## config.mk

```make
export PLATFORM = sky130hd
export DESIGN_NAME = fetch_stage_flat
export DESIGN_NICKNAME = d
export VERILOG_FILES = /design/src/rtl/fetch_stage_pkg.sv /design/src/rtl/fetch_stage_if.sv /design/src/rtl/fetch_fifo.sv /design/src/rtl/fetch_stage.sv /design/src/flat_wrapper.sv
export SDC_FILE = /design/constraint.sdc
export NUM_CORES = 1
export LEC_CHECK = 0
export CAP_MARGIN = 15
export CORE_ASPECT_RATIO = 0.5
export CORE_MARGIN = 3
export CORE_UTILIZATION = 56
export CTS_CLUSTER_SIZE = 28
export DETAILED_ROUTE_END_ITERATION = 10
export DONT_BUFFER_PORTS = 1
export PLACE_DENSITY = 0.68
export SLEW_MARGIN = 20
export SYNTH_ARGS = -nofsm -noshare
export SYNTH_HDL_FRONTEND = slang
export SYNTH_SLANG_ARGS = --single-unit
```

## constraint.sdc

```tcl
create_clock -name clk -period 7.1 [get_ports clk]
set_clock_uncertainty 0.15 [all_clocks]
set_input_delay 1.42 -clock clk [delete_from_list [all_inputs] [get_ports clk]]
set_output_delay 1.42 -clock clk [all_outputs]
set_load 0.03 [all_outputs]
```

## src/rtl/fetch_stage_pkg.sv

```systemverilog
// Shared types and constants for the instruction-fetch stage.
package fetch_stage_pkg;

  typedef enum logic [1:0] {
    FETCH_IDLE,
    FETCH_RUN,
    FETCH_FLUSH
  } fetch_state_e;

  localparam logic [31:0] FETCH_BASEADDR = 32'h0100_0000;
  localparam int          PC_STEP        = 4;

endpackage

```

## src/rtl/fetch_stage_if.sv

```systemverilog
// Fetch stage bus bundle: instruction-memory port, redirect input and decode handshake.
interface fetch_stage_if #(
  parameter int AWIDTH = 32,
  parameter int DWIDTH = 32
);
  logic              imem_req_o;
  logic [AWIDTH-1:0] imem_addr_o;
  logic              imem_rvalid_i;
  logic [DWIDTH-1:0] imem_rdata_i;
  logic              redirect_i;
  logic [AWIDTH-1:0] redirect_pc_i;
  logic              valid_o;
  logic              ready_i;
  logic [AWIDTH-1:0] pc_o;
  logic [DWIDTH-1:0] insn_o;
  logic              misalign_o;

  modport master (
    output imem_req_o, imem_addr_o,
    input  imem_rvalid_i, imem_rdata_i,
    input  redirect_i, redirect_pc_i,
    output valid_o, pc_o, insn_o, misalign_o,
    input  ready_i
  );

  modport slave (
    input  imem_req_o, imem_addr_o,
    output imem_rvalid_i, imem_rdata_i,
    output redirect_i, redirect_pc_i,
    input  valid_o, pc_o, insn_o, misalign_o,
    output ready_i
  );
endinterface

```

## src/rtl/fetch_fifo.sv

```systemverilog
// Small synchronous FIFO with flush; zero-latency read of the head entry.
// Simultaneous push and pop are allowed when full; a push into a full FIFO without a pop is dropped.
module fetch_fifo #(
  parameter int WIDTH = 64,
  parameter int DEPTH = 2
) (
  input  logic                   clk,
  input  logic                   reset,
  input  logic                   push,
  input  logic                   pop,
  input  logic                   flush,
  input  logic [WIDTH-1:0]       wdata,
  output logic [WIDTH-1:0]       rdata,
  output logic                   full,
  output logic                   empty,
  output logic [$clog2(DEPTH):0] count
);
  localparam int PW = $clog2(DEPTH);

  logic [WIDTH-1:0] mem [DEPTH];
  logic [PW:0]      wr_q;
  logic [PW:0]      rd_q;
  logic             wr_en;
  logic             rd_en;

  assign count = wr_q - rd_q;
  assign empty = (count == '0);
  assign full  = (count == (PW+1)'(DEPTH));
  assign wr_en = push && (!full || pop);
  assign rd_en = pop && !empty;
  assign rdata = mem[rd_q[PW-1:0]];

  always_ff @(posedge clk) begin
    if (reset || flush) begin
      wr_q <= '0;
      rd_q <= '0;
    end else begin
      if (wr_en) wr_q <= wr_q + 1'b1;
      if (rd_en) rd_q <= rd_q + 1'b1;
    end
  end

  always_ff @(posedge clk) begin
    if (wr_en && !flush) mem[wr_q[PW-1:0]] <= wdata;
  end
endmodule

```

## src/rtl/fetch_stage.sv

```systemverilog
// Instruction fetch: issues in-order imem requests under a credit limit, buffers {pc,insn} for decode.
// Response visible one cycle after rvalid; ready_i low stalls issue via credits. Option: FETCH_MISALIGN_CHK_EN.
module fetch_stage
  import fetch_stage_pkg::*;
#(
  parameter int                DWIDTH   = 32,
  parameter int                AWIDTH   = 32,
  parameter logic [AWIDTH-1:0] BASEADDR = AWIDTH'(FETCH_BASEADDR),
  parameter int                DEPTH    = 2
) (
  input logic           clk,
  input logic           reset,
  fetch_stage_if.master bus
);
  localparam int                CW   = $clog2(DEPTH) + 1;
  localparam logic [AWIDTH-1:0] STEP = AWIDTH'(PC_STEP);

  fetch_state_e      state_q, state_d;
  logic [AWIDTH-1:0] pc_q, resp_pc_q, redir_pc;
  logic [CW-1:0]     outst_q, drop_q, drop_d, surv;
  logic [CW-1:0]     fifo_count;
  logic              fifo_full, fifo_empty;
  logic [AWIDTH+DWIDTH-1:0] fifo_rdata;
  logic              rsp, issue, push, pop, halt, credit_ok;

`ifdef FETCH_MISALIGN_CHK_EN
  logic misalign_q;
  assign redir_pc = bus.redirect_pc_i;
  assign halt     = misalign_q;

  // A misaligned target stops fetching for good; only reset clears it.
  always_ff @(posedge clk) begin
    if (reset)                                             misalign_q <= 1'b0;
    else if (bus.redirect_i && (bus.redirect_pc_i[1:0] != 2'b00)) misalign_q <= 1'b1;
  end
  assign bus.misalign_o = misalign_q;
`else
  assign redir_pc       = bus.redirect_pc_i & ~AWIDTH'(3);
  assign halt           = 1'b0;
  assign bus.misalign_o = 1'b0;
`endif

  assign rsp       = bus.imem_rvalid_i && (outst_q != '0);
  assign surv      = outst_q - CW'(rsp);
  assign credit_ok = !fifo_full && (({1'b0, outst_q} + {1'b0, fifo_count}) < (CW+1)'(DEPTH));
  assign pop       = !fifo_empty && bus.ready_i && !bus.redirect_i;

  always_comb begin
    state_d = state_q;
    drop_d  = drop_q;
    issue   = 1'b0;
    push    = 1'b0;
    case (state_q)
      FETCH_IDLE: state_d = FETCH_RUN;
      FETCH_RUN: begin
        if (!bus.redirect_i) begin
          issue = !halt && credit_ok;
          push  = rsp;
        end
      end
      FETCH_FLUSH: begin
        if (!bus.redirect_i && rsp) begin
          drop_d = drop_q - CW'(1);
          if (drop_q == CW'(1)) state_d = FETCH_RUN;
        end
      end
      default: state_d = FETCH_IDLE;
    endcase
    // Anything still in flight at a redirect belongs to the old path and must be dropped.
    if (bus.redirect_i) begin
      drop_d = surv;
      if (state_q != FETCH_IDLE) state_d = (surv != '0) ? FETCH_FLUSH : FETCH_RUN;
    end
  end

  always_ff @(posedge clk) begin
    if (reset) begin
      state_q   <= FETCH_IDLE;
      pc_q      <= BASEADDR;
      resp_pc_q <= BASEADDR;
      outst_q   <= '0;
      drop_q    <= '0;
    end else begin
      state_q <= state_d;
      drop_q  <= drop_d;
      outst_q <= outst_q + CW'(issue) - CW'(rsp);
      if (bus.redirect_i) begin
        pc_q      <= redir_pc;
        resp_pc_q <= redir_pc;
      end else begin
        if (issue) pc_q      <= pc_q + STEP;
        if (push)  resp_pc_q <= resp_pc_q + STEP;
      end
    end
  end

  fetch_fifo #(
    .WIDTH (AWIDTH + DWIDTH),
    .DEPTH (DEPTH)
  ) u_fifo (
    .clk   (clk),
    .reset (reset),
    .push  (push),
    .pop   (pop),
    .flush (bus.redirect_i),
    .wdata ({resp_pc_q, bus.imem_rdata_i}),
    .rdata (fifo_rdata),
    .full  (fifo_full),
    .empty (fifo_empty),
    .count (fifo_count)
  );

  assign bus.imem_req_o  = issue;
  assign bus.imem_addr_o = pc_q;
  assign bus.valid_o     = !fifo_empty;
  assign bus.pc_o        = fifo_empty ? '0 : fifo_rdata[AWIDTH+DWIDTH-1:DWIDTH];
  assign bus.insn_o      = fifo_empty ? '0 : fifo_rdata[DWIDTH-1:0];
endmodule

```

## src/flat_wrapper.sv

```systemverilog
// flat-port wrapper written by rule: the top's interface ports become plain ports
module fetch_stage_flat import fetch_stage_pkg::*;
#(
  parameter int                DWIDTH   = 32,
  parameter int                AWIDTH   = 32,
  parameter logic [AWIDTH-1:0] BASEADDR = AWIDTH'(FETCH_BASEADDR),
  parameter int                DEPTH    = 2
)
  (clk, reset, bus_imem_req_o, bus_imem_addr_o, bus_imem_rvalid_i, bus_imem_rdata_i, bus_redirect_i, bus_redirect_pc_i, bus_valid_o, bus_pc_o, bus_insn_o, bus_misalign_o, bus_ready_i);
  fetch_stage_if #(.AWIDTH(AWIDTH), .DWIDTH(DWIDTH)) bus_i ();
  input logic clk;
  input logic reset;
  output wire logic [$bits(bus_i.imem_req_o)-1:0] bus_imem_req_o;
  output wire logic [$bits(bus_i.imem_addr_o)-1:0] bus_imem_addr_o;
  input wire logic [$bits(bus_i.imem_rvalid_i)-1:0] bus_imem_rvalid_i;
  input wire logic [$bits(bus_i.imem_rdata_i)-1:0] bus_imem_rdata_i;
  input wire logic [$bits(bus_i.redirect_i)-1:0] bus_redirect_i;
  input wire logic [$bits(bus_i.redirect_pc_i)-1:0] bus_redirect_pc_i;
  output wire logic [$bits(bus_i.valid_o)-1:0] bus_valid_o;
  output wire logic [$bits(bus_i.pc_o)-1:0] bus_pc_o;
  output wire logic [$bits(bus_i.insn_o)-1:0] bus_insn_o;
  output wire logic [$bits(bus_i.misalign_o)-1:0] bus_misalign_o;
  input wire logic [$bits(bus_i.ready_i)-1:0] bus_ready_i;
  assign bus_imem_req_o = bus_i.imem_req_o;
  assign bus_imem_addr_o = bus_i.imem_addr_o;
  assign bus_i.imem_rvalid_i = bus_imem_rvalid_i;
  assign bus_i.imem_rdata_i = bus_imem_rdata_i;
  assign bus_i.redirect_i = bus_redirect_i;
  assign bus_i.redirect_pc_i = bus_redirect_pc_i;
  assign bus_valid_o = bus_i.valid_o;
  assign bus_pc_o = bus_i.pc_o;
  assign bus_insn_o = bus_i.insn_o;
  assign bus_misalign_o = bus_i.misalign_o;
  assign bus_i.ready_i = bus_ready_i;
  fetch_stage #(.DWIDTH(DWIDTH), .AWIDTH(AWIDTH), .BASEADDR(BASEADDR), .DEPTH(DEPTH)) u_core (.clk(clk), .reset(reset), .bus(bus_i));
endmodule
```

==> results.rst, run 1 <==
.. list-table::
   :header-rows: 1

   * - Metric
     - Value
   * - Layout area overhead
     - 8.165%
   * - Clock transition at the register clock pins on the worst setup and hold paths after CTS
     - 70 ps
   * - Horiz. Die Dim
     - 181.4 µm
   * - Via count of the first global-routing pass
     - 5,000
   * - Sequential element share of the synthesized area
     - 0.5974
   * - Diode count
     - 0
   * - Initial antenna violation count
     - 1
   * - Transition time at the pin with the least slew margin
     - 1091 ps
   * - Most common cell after layout, fill and taps aside
     - sky130_fd_sc_hd__edfxtp_1
   * - Io pins
     - 168
   * - Number of buffers inserted by hold repair at cts
     - 0
   * - Initial core utilization
     - 0.5843
   * - # port buffers
     - 0
   * - Row cnt
     - 31
   * - Worst endpoint data arrival time
     - 2880 ps
   * - Critical Path Start Type
     - flip-flop
   * - Unique cell type count in the Yosys netlist
     - 61
   * - Post-route setup TNS
     - 0 ps
   * - Max_slew headroom
     - 0.2725
   * - TritonCTS clock tree
     - done
   * - Count of yosys warnings during synthesis
     - 0
   * - Number of synthesized flops with an enable pin
     - 124
   * - Root cell of the clock tree
     - sky130_fd_sc_hd__clkbuf_16
   * - All-Layer GR Usage
     - 0.2134
   * - Clock latency on the worst-skew pair
     - 420 ps
   * - Asr flop ratio synth
     - 0
   * - Post-synth top flop
     - sky130_fd_sc_hd__edfxtp_1
   * - Overflow left after global routing
     - 0
   * - Die outline area
     - 16,990 µm²
   * - Final worst-path setup slack
     - 2646 ps
   * - Library cell with the largest summed area after synthesis
     - sky130_fd_sc_hd__edfxtp_1
   * - Class of the most critical setup path
     - reg2out
   * - Count of TritonRoute iterations in the first routing pass
     - 6
   * - Area fraction of the dominant cell type after synthesis
     - 0.4324
   * - Pre-CTS setup slack
     - 2452 ps
   * - Post-route clock period utilization
     - 0.6273
   * - Largest fanout on the critical path
     - 6
   * - Achievable frequency
     - 0.2245 GHz
   * - P per Cell Area
     - 269.9 nW/µm²
   * - Clock H-tree levels
     - 4
   * - DRC
     - 0
   * - Bufs on Longest Clock Path
     - 2
   * - Number of resized instances in the post-cts repair step
     - 0
   * - Outcome
     - finished, final reports clean
   * - Fin. Hold Viols
     - 0
   * - Drt via density
     - 5.835
   * - DRT iter0 DRCs
     - 429
   * - Routed wirelength normalized by instance count
     - 19.63 µm
   * - Average size of a mapped cell
     - 12.08 µm²
   * - Number of buffers created by CTS
     - 17
   * - Leakage
     - 0.002902 µW
   * - Clock period minus final worst setup slack
     - 4454 ps
   * - Total wire length
     - 17,880 µm
   * - Routability Congestion
     - 0.8389
   * - Total half-perimeter wirelength after legalization and detailed placement
     - 12,170 µm
   * - Worst min path class
     - reg2reg
   * - Area of the core
     - 14,740 µm²
   * - Layout Nets
     - 778
   * - Max-slew violation count
     - 0
   * - Dominant cells by area after synthesis
     - sky130_fd_sc_hd__edfxtp_1 43%, sky130_fd_sc_hd__dfxtp_1 17%, sky130_fd_sc_hd__mux2i_1 7.4%, sky130_fd_sc_hd__nor2_1 3.7%, sky130_fd_sc_hd__xnor2_1 3.6%
   * - RSZ-0062 raised after global routing
     - false
   * - Cells after Synth
     - 713
   * - Number of endpoints failing setup at the final stage
     - 0
   * - Number of flip-flops and latches in the synthesized netlist
     - 195
   * - Largest net degree at the start of global routing
     - 85
   * - Crit path required time
     - 5530 ps
   * - Max Cap Viol
     - 0
   * - Number of post-CTS setup repair buffers
     - 0
   * - Top library cells by usage in the layout, fill and taps aside
     - 124 x sky130_fd_sc_hd__edfxtp_1, 82 x sky130_fd_sc_hd__nor2_1, 70 x sky130_fd_sc_hd__dfxtp_1
   * - Syn Std Cell Area
     - 8612 µm²
   * - Endpoint type of the worst setup path
     - primary output
   * - Die extent in y
     - 93.69 µm
   * - Global-route wire length before repair
     - 28,040 µm
   * - Maximum ir drop on the vdd rail
     - 0.1728 mV
   * - CTS sink count
     - 195
   * - Vias
     - 5,316
   * - Fraction of layout cells with a size suffix above 1
     - 0.08275
   * - Final ANT Viol Nets
     - 0
==> final timing paths <==
path / start / end / slack (ps) / cells after the start
max: u_core.u_fifo.wr_q[0] / bus_imem_req_o / 2650 / 8
min: u_core.resp_pc_q[8] / u_core.u_fifo.mem[0][40] / 340 / 0
max reg2reg: u_core.outst_q[1] / u_core.u_fifo.mem[0][62] / 3450 / 5
min reg2reg: u_core.resp_pc_q[8] / u_core.u_fifo.mem[0][40] / 340 / 0
==> registers in the layout (all words and copies together) (netlist names), named ones only <==
signal / cells
u_core.resp_pc_q: 30
u_core.bus.imem_addr_o: 30
u_core.state_q: 2
u_core.u_fifo.wr_q: 2
u_core.drop_q: 2
u_core.u_fifo.rd_q: 2
u_core.outst_q: 2
u_core.u_fifo.mem: 124
==> area by class of cell <==
cell class,count,area [µm²]
timing repair buffer,5,37.54
inverter,21,78.83
sequential,195,5149
clock buffer,17,425.4
clock inverter,14,157.7
tap,198,247.7
multi-input combinational,461,3219
fill,1154,5424
==> power by group <==
group,leakage (µW),internal (µW),switching (µW)
Sequential,0.00171,1270,83.5
Combinational,0.000902,86.0,151
Clock,0.000286,471,454
==> cell families after synthesis <==
logic type	share of synthesized area
compound gates	0.09109
xor+xnor	0.05797
fa+ha+maj	0.01249
buf+inv	0.03240
flops	0.5974
mux	0.07439
other cells	0.0004354
simple gates	0.1338
==> synth_stat cells, types with 3 or more instances <==
cell,number
sky130_fd_sc_hd__o21ai_0,8
sky130_fd_sc_hd__and3_1,5
sky130_fd_sc_hd__a21boi_1,3
sky130_fd_sc_hd__o21a_1,27
sky130_fd_sc_hd__inv_1,20
sky130_fd_sc_hd__a31oi_1,4
sky130_fd_sc_hd__nor2_1,84
sky130_fd_sc_hd__a21boi_0,34
sky130_fd_sc_hd__nand3_1,25
sky130_fd_sc_hd__nor4_2,4
sky130_fd_sc_hd__mux2i_1,64
sky130_fd_sc_hd__xor2_1,19
sky130_fd_sc_hd__nand4_1,23
sky130_fd_sc_hd__xnor2_1,35
sky130_fd_sc_hd__nor3_1,18
sky130_fd_sc_hd__nor4_1,11
sky130_fd_sc_hd__dfxtp_1,71
sky130_fd_sc_hd__buf_4,5
sky130_fd_sc_hd__a211oi_1,6
sky130_fd_sc_hd__edfxtp_1,124
sky130_fd_sc_hd__a21oi_1,8
sky130_fd_sc_hd__ha_1,7
sky130_fd_sc_hd__clkbuf_1,29
sky130_fd_sc_hd__nor3b_1,3
sky130_fd_sc_hd__nand2_1,23
sky130_fd_sc_hd__and2_1,5
==> per-stage QoR <==
| step | util | power, µW | hold WS, ps | instance area [µm²] | instances |
|---|---|---|---|---|---|
| 2_1_floorplan | - | 1562 | 289.2 | 8627 | 717 |
| 3_3_place_gp | 0.5924 | 1607 | 309.7 | 8732 | 880 |
| 3_5_place_dp | 0.5924 | 1613 | 320.3 | 8732 | 880 |
| 4_1_cts | 0.6320 | 2534 | 337.8 | 9315 | 911 |
| 5_1_grt | 0.6320 | 2622 | 357.9 | 9315 | 911 |
| 6_report | 0.6320 | 2514 | 342.9 | 9315 | 911 |
==> per-layer routing <==
layer  wire length [µm]  vias to the layer above  GRT usage  share of wire
met5                  0                        -          0              0
met4                107                        0    0.04813         0.0060
met3               1639                       15    0.07270          0.092
met2               7233                      188     0.2845           0.40
met1               8903                     2530     0.3324           0.50
li1                   -                     2583          -              -
==> critical path: stages (launching register included) <==
cell and delay [ps]:
sky130_fd_sc_hd__dfxtp_1 380, sky130_fd_sc_hd__inv_1 130, sky130_fd_sc_hd__ha_1 220, sky130_fd_sc_hd__xnor3_4 370, sky130_fd_sc_hd__fa_1 520, sky130_fd_sc_hd__and4b_4 280
sky130_fd_sc_hd__and2_1 220, sky130_fd_sc_hd__nand2_1 110, sky130_fd_sc_hd__inv_1 230
Power figures use the tool's default switching activity.
==> run 2: changes to the inputs <==
==> constraint.sdc (replaced) <==
create_clock -name clk -period 4.26 [get_ports clk]
set_clock_uncertainty 0.15 [all_clocks]
set_input_delay 0.852 -clock clk [delete_from_list [all_inputs] [get_ports clk]]
set_output_delay 0.852 -clock clk [all_outputs]
set_load 0.03 [all_outputs]
==> run 2 against run 1 <==
  * Core utilization grew 0.63 points
  * Flip-flop and latch count unchanged
  * Via count increased by 2.6%
  * Worst hold slack lost 4.0 ps
  * Non-clock buffer count increased by 4
  * Critical path type unchanged
  * Highest routed layer unchanged
==> results.rst, run 2 (synthesized netlist as in run 1, its figures left out) <==
.. list-table::
   :header-rows: 1

   * - Metric
     - Value
   * - Crit path buffers/inverters
     - 2 (unchanged)
   * - Final Power
     - 4288 µW (was 2514 µW)
   * - RSZ-0062 raised after global routing
     - false (unchanged)
   * - Bufs on Longest Clock Path
     - 2 (unchanged)
   * - Drt via density
     - 5.955 (was 5.835)
   * - Overflow left after global routing
     - 0 (unchanged)
   * - Initial antenna violation count
     - 0 (was 1)
   * - Clock period minus final worst setup slack
     - 3954 ps
   * - TritonCTS clock tree
     - done (unchanged)
   * - DRC
     - 0 (unchanged)
   * - Global-route wire length before repair
     - 28,790 µm (was 28,040 µm)
   * - Proportion of total power due to net switching
     - 0.2837 (was 0.2737)
   * - Horiz. Die Dim
     - 181.4 µm (unchanged)
   * - Timing endpoint of the critical path
     - bus_imem_req_o (unchanged)
   * - Max_slew headroom
     - 0.4093 (was 0.2725)
   * - Cell-internal power
     - 3072 µW (was 1826 µW)
   * - Clock latency on the worst-skew pair
     - 420 ps (about the same)
   * - Number of buffers created by CTS
     - 17 (unchanged)
   * - Top library cells by usage in the layout, fill and taps aside
     - 124 x sky130_fd_sc_hd__edfxtp_1, 82 x sky130_fd_sc_hd__nor2_1, 70 x sky130_fd_sc_hd__dfxtp_1 (unchanged)
   * - Worst min path class
     - in2reg (was reg2reg)
   * - Critical Path Start Type
     - flip-flop (unchanged)
   * - Max Cap Viol
     - 0 (unchanged)
   * - Vias
     - 5,455 (was 5,316)
   * - Class of the most critical setup path
     - reg2out (unchanged)
   * - P per Cell Area
     - 455.8 nW/µm² (was 269.9 nW/µm²)
   * - Worst endpoint data arrival time
     - 2950 ps (was 2880 ps)
   * - Number of gates on the worst path with buffers counted
     - 8 (unchanged)
   * - Transition time at the pin with the least slew margin
     - 885.2 ps (was 1091 ps)
   * - R2R cell count
     - 9 (was 5)
   * - Largest fanout on the critical path
     - 6 (unchanged)
   * - Fin. Hold Viols
     - 0 (unchanged)
   * - Layout area overhead
     - 9.240% (was 8.165%)
   * - Post-route setup TNS
     - 0 ps (unchanged)
   * - Source of the critical timing path
     - u_core.u_fifo.wr_q[0] (unchanged)
   * - Layout Nets
     - 782 (was 778)
   * - Total half-perimeter wirelength after legalization and detailed placement
     - 12,760 µm (was 12,170 µm)
   * - Number of endpoints failing setup at the final stage
     - 0 (unchanged)
   * - Die extent in y
     - 93.69 µm (unchanged)
   * - Number of buffers inserted by hold repair at cts
     - 0 (unchanged)
   * - Power share of the combinational group
     - 0.094 (about the same)
   * - Most common cell on crit path
     - sky130_fd_sc_hd__inv_1 (unchanged)
   * - Kind of cell adding the most delay to the critical path
     - adder cells (unchanged)
   * - Count of TritonRoute iterations in the first routing pass
     - 5 (was 6)
   * - Number of resized instances in the post-cts repair step
     - 0 (unchanged)
   * - Largest net degree at the start of global routing
     - 60 (was 85)
   * - Fraction of layout cells with a size suffix above 1
     - 0.08914 (was 0.08275)
   * - Smallest hold slack
     - 338.9 ps (was 342.9 ps)
   * - Final ANT Viol Nets
     - 0 (unchanged)
   * - Diode count
     - 0 (unchanged)
   * - Origin of the critical flop-to-flop path
     - u_core.u_fifo.wr_q[0] (was u_core.outst_q[1])
   * - Max-slew violation count
     - 0 (unchanged)
   * - Area of the core
     - 14,740 µm² (unchanged)
   * - Fillcell total
     - 1,125 (was 1,154)
   * - Via count of the first global-routing pass
     - 5,160 (was 5,000)
   * - Largest register FFs
     - 124 (unchanged)
   * - Crit path required time
     - 3260 ps (was 5530 ps)
   * - Achievable frequency
     - 0.2529 GHz
   * - Leakage
     - 0.002943 µW (was 0.002902 µW)
   * - Clock share of power
     - 0.381 (was 0.368)
   * - Number of post-CTS setup repair buffers
     - 0 (unchanged)
   * - # port buffers
     - 0 (unchanged)
   * - All-Layer GR Usage
     - 0.2196 (was 0.2134)
   * - Capture point of the worst reg-to-reg path
     - u_core.bus.imem_addr_o[7] (was u_core.u_fifo.mem[0][62])
   * - Routability Congestion
     - 0.8229 (was 0.8389)
   * - Power share of the sequential group
     - 0.525 (was 0.538)
   * - Die outline area
     - 16,990 µm² (unchanged)
   * - CTS sink count
     - 195 (unchanged)
   * - Row cnt
     - 31 (unchanged)
   * - DRT iter0 DRCs
     - 426 (was 429)
   * - Critical Path, Cell by Cell
     - inv_1, ha_1, xnor3_4, fa_1, and4b_4, and2_1, nand2_1, inv_1 (unchanged)
   * - Routed wirelength normalized by instance count
     - 20.19 µm (was 19.63 µm)
   * - Total wire length
     - 18,490 µm (was 17,880 µm)
   * - Stage delay of the slowest cell on the critical path
     - 520 ps (about the same)
   * - Clock transition at the register clock pins on the worst setup and hold paths after CTS
     - 80 ps (was 70 ps)
   * - Root cell of the clock tree
     - sky130_fd_sc_hd__clkbuf_16 (unchanged)
   * - Initial core utilization
     - 0.5843 (unchanged)
   * - Maximum ir drop on the vdd rail
     - 0.3262 mV (was 0.1728 mV)
   * - Post-route clock period utilization
     - 0.9283
   * - Cell with the largest stage delay on the worst path
     - sky130_fd_sc_hd__fa_1 (unchanged)
   * - Most common cell after layout, fill and taps aside
     - sky130_fd_sc_hd__edfxtp_1 (unchanged)
   * - Clock H-tree levels
     - 4 (unchanged)
   * - Outcome
     - finished, final reports clean (unchanged)
   * - Io pins
     - 168 (unchanged)
   * - Finished Core Util
     - 0.6383 (was 0.6320)
   * - Endpoint type of the worst setup path
     - primary output (unchanged)
   * - Setup slack, reg-to-reg
     - 790 ps (was 3450 ps)
   * - Switching power summed over all nets
     - 1217 µW (was 688.2 µW)
run 2: cell count changes in the layout (fill, tap and decap cells not counted):
cell	before	now
sky130_fd_sc_hd__buf_4	5	7
sky130_fd_sc_hd__clkinv_2	0	1
sky130_fd_sc_hd__inv_8	5	3
sky130_fd_sc_hd__buf_12	0	2
sky130_fd_sc_hd__clkinv_4	5	1
sky130_fd_sc_hd__inv_12	0	3
sky130_fd_sc_hd__clkinv_8	3	5
sky130_fd_sc_hd__inv_6	1	2
run 2: per-stage QoR:
step,setup slack (ps),instance area [µm²],instances
2_1_floorplan,558.4,8632,717
3_3_place_gp,801.5,8787,884
3_5_place_dp,756.6,8787,884
4_1_cts,285.2,9408,916
5_1_grt,171.4,9408,916
6_report,305.6,9408,916
run 2: cell type report:
type | count | area [µm²] | area share
inverter | 21 | 78.83 | 0.008379
clock buffer | 17 | 425.4 | 0.04522
sequential | 195 | 5149 | 0.5473
clock inverter | 15 | 195.2 | 0.02075
timing repair buffer | 9 | 92.59 | 0.009842
multi-input combinational | 461 | 3219 | 0.3422
tap | 198 | 247.7 | 0.02633
run 2: routing by layer:
layer	share of wire	global-route usage	up-vias
li1	-	-	2586
met1	0.48	0.3264	2640
met2	0.41	0.3097	219
met3	0.10	0.07927	10
met4	0.0056	0.04560	0
met5	0	0	-
run 2: how the worst min path moves through the flow:
stage,endpoint,start,cells after the start
2_1_floorplan,u_core.u_fifo.mem[0][40],u_core.resp_pc_q[8],0
3_3_place_gp,u_core.u_fifo.mem[1][40],u_core.resp_pc_q[8],0
3_5_place_dp,u_core.u_fifo.mem[1][40],u_core.resp_pc_q[8],0
4_1_cts,u_core.bus.imem_addr_o[4],reset,1
5_1_grt,u_core.bus.imem_addr_o[4],reset,1
6_report,u_core.bus.imem_addr_o[4],reset,1
run 2: power by group through the flow:
| stage | Sequential [µW] | Clock [µW] | Combinational [µW] |
|---|---|---|---|
| floorplan | 2260 | 0 | 339 |
| global placement | 2290 | 0 | 395 |
| detailed placement | 2290 | 0 | 403 |
| CTS | 2250 | 1660 | 406 |
| global route | 2270 | 1740 | 449 |
| finish | 2250 | 1630 | 402 |
